<file path="src/rtl/regfile_wb_arbiter.sv">
// Arbitrates the single register-file write port between the in-order WB stage (A)
// and a multi-cycle unit (B): A has priority, and a wait counter forces a B grant.
module regfile_wb_arbiter #(
  parameter int REG_NUM_BITWIDTH = 5,
  parameter int WORD_BITWIDTH    = 32,
  parameter int STARVE_LIMIT     = 4,
  parameter int CNT_BITWIDTH     = 3
) (
  input  logic                        clk,
  input  logic                        rst,
  input  logic                        a_valid,
  input  logic [REG_NUM_BITWIDTH-1:0] a_rd,
  input  logic [WORD_BITWIDTH-1:0]    a_data,
  output logic                        a_ready,
  input  logic                        b_valid,
  input  logic [REG_NUM_BITWIDTH-1:0] b_rd,
  input  logic [WORD_BITWIDTH-1:0]    b_data,
  output logic                        b_ready,
  output logic                        rf_wr_en,
  output logic [REG_NUM_BITWIDTH-1:0] rf_wr_addr,
  output logic [WORD_BITWIDTH-1:0]    rf_wr_data,
  output logic                        b_forced
);

  localparam logic [CNT_BITWIDTH-1:0]     LIMIT = CNT_BITWIDTH'(STARVE_LIMIT);
  localparam logic [REG_NUM_BITWIDTH-1:0] X0    = {REG_NUM_BITWIDTH{1'b0}};

  logic [CNT_BITWIDTH-1:0] wait_cnt_r;
  logic                    grant_a_s;
  logic                    grant_b_s;
  logic                    force_s;

  // Grant decision; a starved B overrides A, and nothing is granted while in reset.
  always_comb begin
    grant_a_s = 1'b0;
    grant_b_s = 1'b0;
    force_s   = 1'b0;
    if (rst) begin
      grant_a_s = 1'b0;
      grant_b_s = 1'b0;
    end else begin
      force_s = b_valid && (wait_cnt_r == LIMIT);
      if (force_s) begin
        grant_b_s = 1'b1;
      end else if (a_valid) begin
        grant_a_s = 1'b1;
      end else if (b_valid) begin
        grant_b_s = 1'b1;
      end else begin
        grant_b_s = 1'b0;
      end
    end
  end

  assign a_ready  = grant_a_s;
  assign b_ready  = grant_b_s;
  assign b_forced = force_s;

  // Registered write port; x0 writes are accepted but never enabled.
  always_ff @(posedge clk or posedge rst) begin
    if (rst) begin
      rf_wr_en   <= 1'b0;
      rf_wr_addr <= {REG_NUM_BITWIDTH{1'b0}};
      rf_wr_data <= {WORD_BITWIDTH{1'b0}};
    end else if (grant_a_s) begin
      rf_wr_en   <= (a_rd != X0);
      rf_wr_addr <= a_rd;
      rf_wr_data <= a_data;
    end else if (grant_b_s) begin
      rf_wr_en   <= (b_rd != X0);
      rf_wr_addr <= b_rd;
      rf_wr_data <= b_data;
    end else begin
      rf_wr_en   <= 1'b0;
    end
  end

  // Counts consecutive cycles B has been refused, saturating at the limit.
  always_ff @(posedge clk or posedge rst) begin
    if (rst) begin
      wait_cnt_r <= {CNT_BITWIDTH{1'b0}};
    end else if (!b_valid || grant_b_s) begin
      wait_cnt_r <= {CNT_BITWIDTH{1'b0}};
    end else if (wait_cnt_r != LIMIT) begin
      wait_cnt_r <= wait_cnt_r + {{(CNT_BITWIDTH-1){1'b0}}, 1'b1};
    end else begin
      wait_cnt_r <= wait_cnt_r;
    end
  end

endmodule

</file>
<file path="config.mk">
export PLATFORM = sky130hd
export DESIGN_NAME = regfile_wb_arbiter
export DESIGN_NICKNAME = d
export VERILOG_FILES = /design/src/rtl/regfile_wb_arbiter.sv
export SDC_FILE = /design/constraint.sdc
export NUM_CORES = 1
export LEC_CHECK = 0
export CORE_MARGIN = 1
export CORE_UTILIZATION = 36
export DETAILED_ROUTE_END_ITERATION = 8
export PLACE_DENSITY = 0.85
export SLEW_MARGIN = 20
export SYNTH_ARGS = -nofsm -noshare
export SYNTH_HDL_FRONTEND = slang
export SYNTH_SLANG_ARGS = --single-unit
</file>
<file path="constraint.sdc">
create_clock -name clk -period 4.43 [get_ports clk]
set_clock_uncertainty 0.2 [all_clocks]
set_input_delay 1.329 -clock clk [delete_from_list [all_inputs] [get_ports clk]]
set_output_delay 1.329 -clock clk [all_outputs]
set_load 0.02 [all_outputs]
</file>
# == Word-level counts from Yosys, hierarchy flattened ==
# Cells that the tools add are included.
# totals
register_bits,41
in_bits,78
# op_classes
n_addsub,1
eq_ne,2
mux,16
n_reduce_logical,7
# op_table
operator,n
$mux W32,2
$mux W1,10
$mux W5,2
$reduce_bool A5 Y1,2
$mux W3,2
$reduce_bool A2 Y1,2
$add A3 B1 Y3 const B,1
$eq A3 B3 Y1 const B,1
$ne A3 B3 Y1 const B,1
$logic_and A1 B1 Y1,1
$logic_not A1 Y1,1
$logic_or A1 B1 Y1,1

# == Depth between registers and ports, before layout ==
# Gate-level depths: netlist of the first run.
# depth
word_depth,6
ltp_mapped,7
mapped_depth_nobuf,5

# == Worst setup path after synthesis of the first run ==
# Ideal clock, no wire load.
# synth_timing
path_kind,input port to output port
from,input rst
to,output a_ready
arrival_ns,2.784
required_time_ns,2.901
slack_ns,0.117
stages,3
path_buffers,1
cell_sequence,inv_1 -> and3_1 -> buf_2
# synth_between
elab_chain_len,1
# synth_lines
item,line_no,text
"start, declared",10,"input logic rst,"
$mux W1,38,if (rst) begin
"end, declared",14,"output logic a_ready,"
# Every way passes these cells.

# == Final worst setup path of the first run ==
# layout_timing
from,input b_valid
to,output b_forced
# layout_between
elab_chain_len,2
# layout_lines
item,line_no,text
"start, declared",15,"input logic b_valid,"
$logic_and A1 B1 Y1,42,force_s = b_valid && (wait_cnt_r == LIMIT);
$mux W1,38,
"end, declared",22,output logic b_forced
# Every way passes these cells.

==> results of run 1 <==
[cells in the final DEF, fill, tap and decap left out, drive strengths merged]
| master | synthesis | routed |
|---|---|---|
| clkdlybuf4s50 | 0 | 118 |
| o21ai | 1 | 1 |
| dfrtp | 41 | 41 |
| a221o | 37 | 37 |
| o21bai | 1 | 1 |
| clkinv | 0 | 1 |
| clkbuf | 4 | 7 |
| nand3 | 1 | 1 |
| o211ai | 2 | 2 |
| nand2 | 4 | 4 |
| inv | 3 | 2 |
| buf | 7 | 6 |
| a22o | 1 | 1 |
| and3 | 1 | 1 |
| a21boi | 2 | 2 |
| nor3 | 3 | 3 |
| nand2b | 1 | 1 |
| nor2 | 4 | 4 |
| a21oi | 1 | 1 |
| and2 | 37 | 37 |
| nand4 | 2 | 2 |
| ha | 2 | 2 |
[cells by family (layout without fill, tap and decap cells)]
kind of cell / Yosys count / count (layout) / share of synthesized area
DFF: 41 / 41 / 0.552
AOI/OAI and AO/OA: 45 / 45 / 0.230
and+or+nand+nor: 53 / 53 / 0.165
adders and majority gates: 2 / 2 / 0.0135
buffers and inverters: 14 / 134 / 0.0397
[per-stage QoR]
stage	area [sq um]	util	hold WS, ns
2_1_floorplan	1860	-	0.343
6_report	3210	0.661	0.382
4_1_cts	3210	0.661	0.384
3_3_place_gp	3120	0.644	0.365
5_1_grt	3210	0.661	0.410
3_5_place_dp	3120	0.644	0.360
[final cells by class]
class,instances,area share
Tap cell,67,0.0261
Multi-Input combinational cell,100,0.241
Inverter,3,0.00351
Clock buffer,7,0.0269
Timing Repair Buffer,124,0.382
Sequential cell,41,0.320
[worst max-delay path, cell delays in order]
cell and delay [ns]:
clkdlybuf4s50_1 0.56, nand2b_1 0.14, nor2_1 0.14, clkdlybuf4s50_1 0.62
[final timing paths]
path                           startpoint             end  slack (ns)  depth (start not counted)
hold / removal             rf_wr_data[15]  rf_wr_data[15]        0.38                          2
hold reg to reg            rf_wr_data[15]  rf_wr_data[15]        0.38                          2
min in group asynchronous             rst   wait_cnt_r[0]        1.32                          3
max in group asynchronous             rst   rf_wr_data[4]        2.33                          3
setup / recovery                  b_valid        b_forced        0.11                          4
setup reg to reg            wait_cnt_r[0]   rf_wr_addr[4]        2.37                          6
[registers in the layout, summed over array words and instances, names as in the netlist]
name        cells
wait_cnt_r      3
rf_wr_data     32
rf_wr_en        1
rf_wr_addr      5
[cells in the mapped netlist]
cell type   n
buf_2       5
nor3_1      3
a21boi_0    2
buf_6       2
and2_0     11
o211ai_1    2
inv_1       3
o21ai_0     1
ha_1        2
and2_1     26
nand3_1     1
clkbuf_1    4
nand2_1     4
and3_1      1
nand2b_1    1
o21bai_1    1
a221o_1    37
nor2_1      4
dfrtp_1    41
a21oi_1     1
nand4_1     2
a22o_1      1
[per-layer routing]
layer	track usage	vias up	part of all wire
li1	-	832	-
met1	0.246	806	0.41
met2	0.347	92	0.48
met3	0.0741	4	0.10
met4	0.0513	0	0.0069
met5	0	-	0
[power by group through the flow]
| stage | Clock (W) | Sequential, W | Combinational (W) |
|---|---|---|---|
| after detailed placement | 0 | 0.000450 | 0.000339 |
| after global placement | 0 | 0.000450 | 0.000332 |
| final | 0.000243 | 0.000445 | 0.000336 |
| after global routing | 0.000263 | 0.000451 | 0.000360 |
| after floorplan | 0 | 0.000506 | 0.0000913 |
| after CTS | 0.000249 | 0.000445 | 0.000340 |
==> flow_summary.ini, run 1 <==
[timing]
drv_slew = 0
rsz0062_at_grt = false
fin_crit_ns = 4.32
worst_slew_pin_slew_ns = 0.546
fmax_mhz = 231
setup_violations = 0
period_share = 0.976
hold_viol = 0
worst_slack_ns = 0.107
fin_tns_setup_ns = 0
relSlewSlack = 0.636

[layout]
layout.cells.non_filler = 342
layout-drive-gt1-share = 0.0509
syn2layout_area_growth_pct = 72.6
nNetsFinal = 355
nFillCells = 381
diodes = 0
seq_area_sq_mm = 0.00103
multi_input_area_sq_um = 773

[pwr]
power.switching_w = 0.000286
finalPower_w = 0.00102
combPwrFrac = 0.328
p_clk_frac = 0.238
peakVddDrop_uv = 160
p_sw_frac = 0.280
p_per_area_mw_per_mm2 = 319
leakagePower_nw = 1.31
seq_power_share = 0.434
p_int_w = 0.000738

[cts]
htree_levels = 2
path_clk_slew_ns = 0.07
clkLatencyLatePin_ns = 0.29
root_buffer = clkbuf_8
cts.sinks = 41
cts_made_buffers = 5
cts_setup_buffers = 0
ctsHoldBuffers = 0
post_cts_resized = 0
clock_path_buffers = 2
cts_tree = done

[yosys]
synth_cell_types = 22
ys_top_cells_by_area = dfrtp_1 55%, a221o_1 20%, and2_1 8.8%
yosysTopAreaCell = dfrtp_1
ys_seq_area_frac = 0.552
synth_seq_cells = 41
syn_area_sq_mm = 0.00186
synth_top_area_share = 0.552
synth_nets = 235
synthCells = 155
avgSynthCellArea_sq_um = 12.0
synth-warning-count = 0

[critical_path]
critPathRequiredTime_ns = 2.90
cp-start-kind = primary input
cp.arrival_ns = 2.79
criticalPathCategory = primary input to output pin
end_kind = output pin
path_max_fanout = 6

[floorplan]
ios = 119
die_y_microns = 73.8
die-area_sq_mm = 0.00545
rows = 25
die_w_microns = 73.8
initial_core_util = 0.383
core-area_sq_mm = 0.00485

[run]
drv_cap = 0

[run_status]
status = finished clean

[drt]
drc_errors = 0
drt_wl_total_microns = 5250
via_per_inst = 5.07
vias = 1734
postRouteAntennaNets = 0
wire_per_inst_microns = 15.3
drtIter0Drc = 74
first_pass_iters = 4

[place]
pre_cts_slack_ns = 0.106
dp.cells = 335
portBuffers = 118
dp_hpwl_microns = 3760
gp_congestion = 0.731

[global_routing]
first_global_vias = 1727
grt_overflow = 0
grt_usage = 0.204
antenna_found_initial = 0
grt_pass1_wl_microns = 8200
grt_max_degree = 42

[min_path]
hp-class = register to register
(Power assumes the default switching activity.)
==> run 2: changes to the inputs <==
- ABC_CLOCK_PERIOD_IN_PS: not set -> 4780
- clock period: 4.43 -> 4.78 ns (I/O delays scaled with it)
==> flow_summary.ini, run 2 (synthesis results as in run 1) <==
[layout]
final_common_cell = clkdlybuf4s50_1
syn2layout_area_growth_pct = 73.0
regMostFlops = rf_wr_data
layout-drive-gt1-share = 0.0545
diodes = 0
final_cell_mix = 118 x clkdlybuf4s50_1, 41 x dfrtp_1, 37 x a221o_1
largest_register_ffs = 32
nFillCells = 395
largestRegisters = rf_wr_data x32, rf_wr_addr x5, wait_cnt_r x3
nNetsFinal = 354

[drt]
wire_per_inst_microns = 14.9
drtIter0Drc = 48
postRouteAntennaNets = 0
drc_errors = 0
drt_wl_total_microns = 5100
first_pass_iters = 5
vias = 1760
via_per_inst = 5.15

[critical_path]
regToRegEndpoint = rf_wr_data[31]
reg2reg_depth = 6
criticalPathCategory = primary input to output pin
path_max_fanout = 7
cp.arrival_ns = 2.93
crit_end = b_ready
critPathRequiredTime_ns = 3.15
crit_start = rst
end_kind = output pin
rr_startpoint = wait_cnt_r[0]
cp-start-kind = primary input
ff2ff_setup_slack_ns = 2.74

[run_status]
status = finished clean

[timing]
rsz0062_at_grt = false
setup_violations = 0
period_share = 0.956
worst_slew_pin_slew_ns = 0.556
fin_crit_ns = 4.57
drv_slew = 0
fmax_mhz = 219
fin_tns_setup_ns = 0
worst_slack_ns = 0.212
hold_viol = 0
relSlewSlack = 0.629

[pwr]
p_per_area_mw_per_mm2 = 300
peakVddDrop_uv = 152
leakagePower_nw = 1.32

[cts]
path_clk_slew_ns = 0.07
cts.sinks = 41
post_cts_resized = 0
htree_levels = 2
clkLatencyLatePin_ns = 0.28
root_buffer = clkbuf_8
cts_made_buffers = 5
cts_tree = done
ctsHoldBuffers = 0
clock_path_buffers = 2
cts_setup_buffers = 0

[place]
gp_congestion = 0.826
dp_hpwl_microns = 3690
portBuffers = 118
pre_cts_slack_ns = 0.209

[global_routing]
grt_overflow = 0
grt_use_met1 = 0.246
grt_usage = 0.198
top_usage_layer = met2
first_global_vias = 1766
antenna_found_initial = 0
grt_max_degree = 42
use_met3 = 0.0631
grtUsageMet2 = 0.338
grt_pass1_wl_microns = 8170

[floorplan]
die-area_sq_mm = 0.00545
core-area_sq_mm = 0.00485
ios = 119
die_y_microns = 73.8
die_w_microns = 73.8
rows = 25
initial_core_util = 0.383

[min_path]
hp-class = register to register

[run]
drv_cap = 0
run 2: cell type report:
cell class	count	area (sq um)	area share
clock inverters	1	5.00	0.00156
flip-flops and latches	41	1030	0.319
clock buffers	7	96.3	0.0300
multi-input cells	100	773	0.241
well taps	67	83.8	0.0261
repair buffers	123	1220	0.379
inverters	3	11.3	0.00350
run 2: how the worst min path moves through the flow:
stage	startpoint	end	slack, ns	cells past startpoint
detailed placement	rf_wr_data[13]	rf_wr_data[13]	0.37	2
global placement	rf_wr_addr[1]	rf_wr_addr[1]	0.37	2
floorplan	wait_cnt_r[0]	wait_cnt_r[0]	0.34	2
finish	rf_wr_data[22]	rf_wr_data[22]	0.38	2
global route	rf_wr_data[9]	rf_wr_data[9]	0.43	2
CTS	rf_wr_data[22]	rf_wr_data[22]	0.39	2
run 2: critical path, cell delays in order:
cell and delay [ns]:
clkdlybuf4s50_1 0.51, nand2b_1 0.24, a21oi_4 0.13, clkdlybuf4s50_1 0.61
run 2: metrics by stage:
step                      cell area (sq um)  power [W]  std cells  utilization  hold WS [ns]
final                                  3210   0.000965        342        0.663         0.382
after global routing                   3210    0.00102        342        0.663         0.427
after CTS                              3210   0.000980        342        0.663         0.391
after detailed placement               3110   0.000731        334        0.642         0.369
after global placement                 3110   0.000725        334        0.642         0.365
after floorplan                        1860   0.000554        155            -         0.343
run 2: layer usage:
layer / part of all wire / vias to the layer above
met4: 0.0059 / 0
met5: 0 / -
met1: 0.41 / 837
li1: - / 824
met2: 0.48 / 94
met3: 0.097 / 5
run 2: power breakdown:
group / total [W] / switching (W) / leakage [nW] / internal (W)
Clock: 0.000242 / 0.000111 / 0.0542 / 0.000130
Combinational: 0.000310 / 0.000132 / 0.754 / 0.000179
Sequential: 0.000412 / 0.0000222 / 0.509 / 0.000390
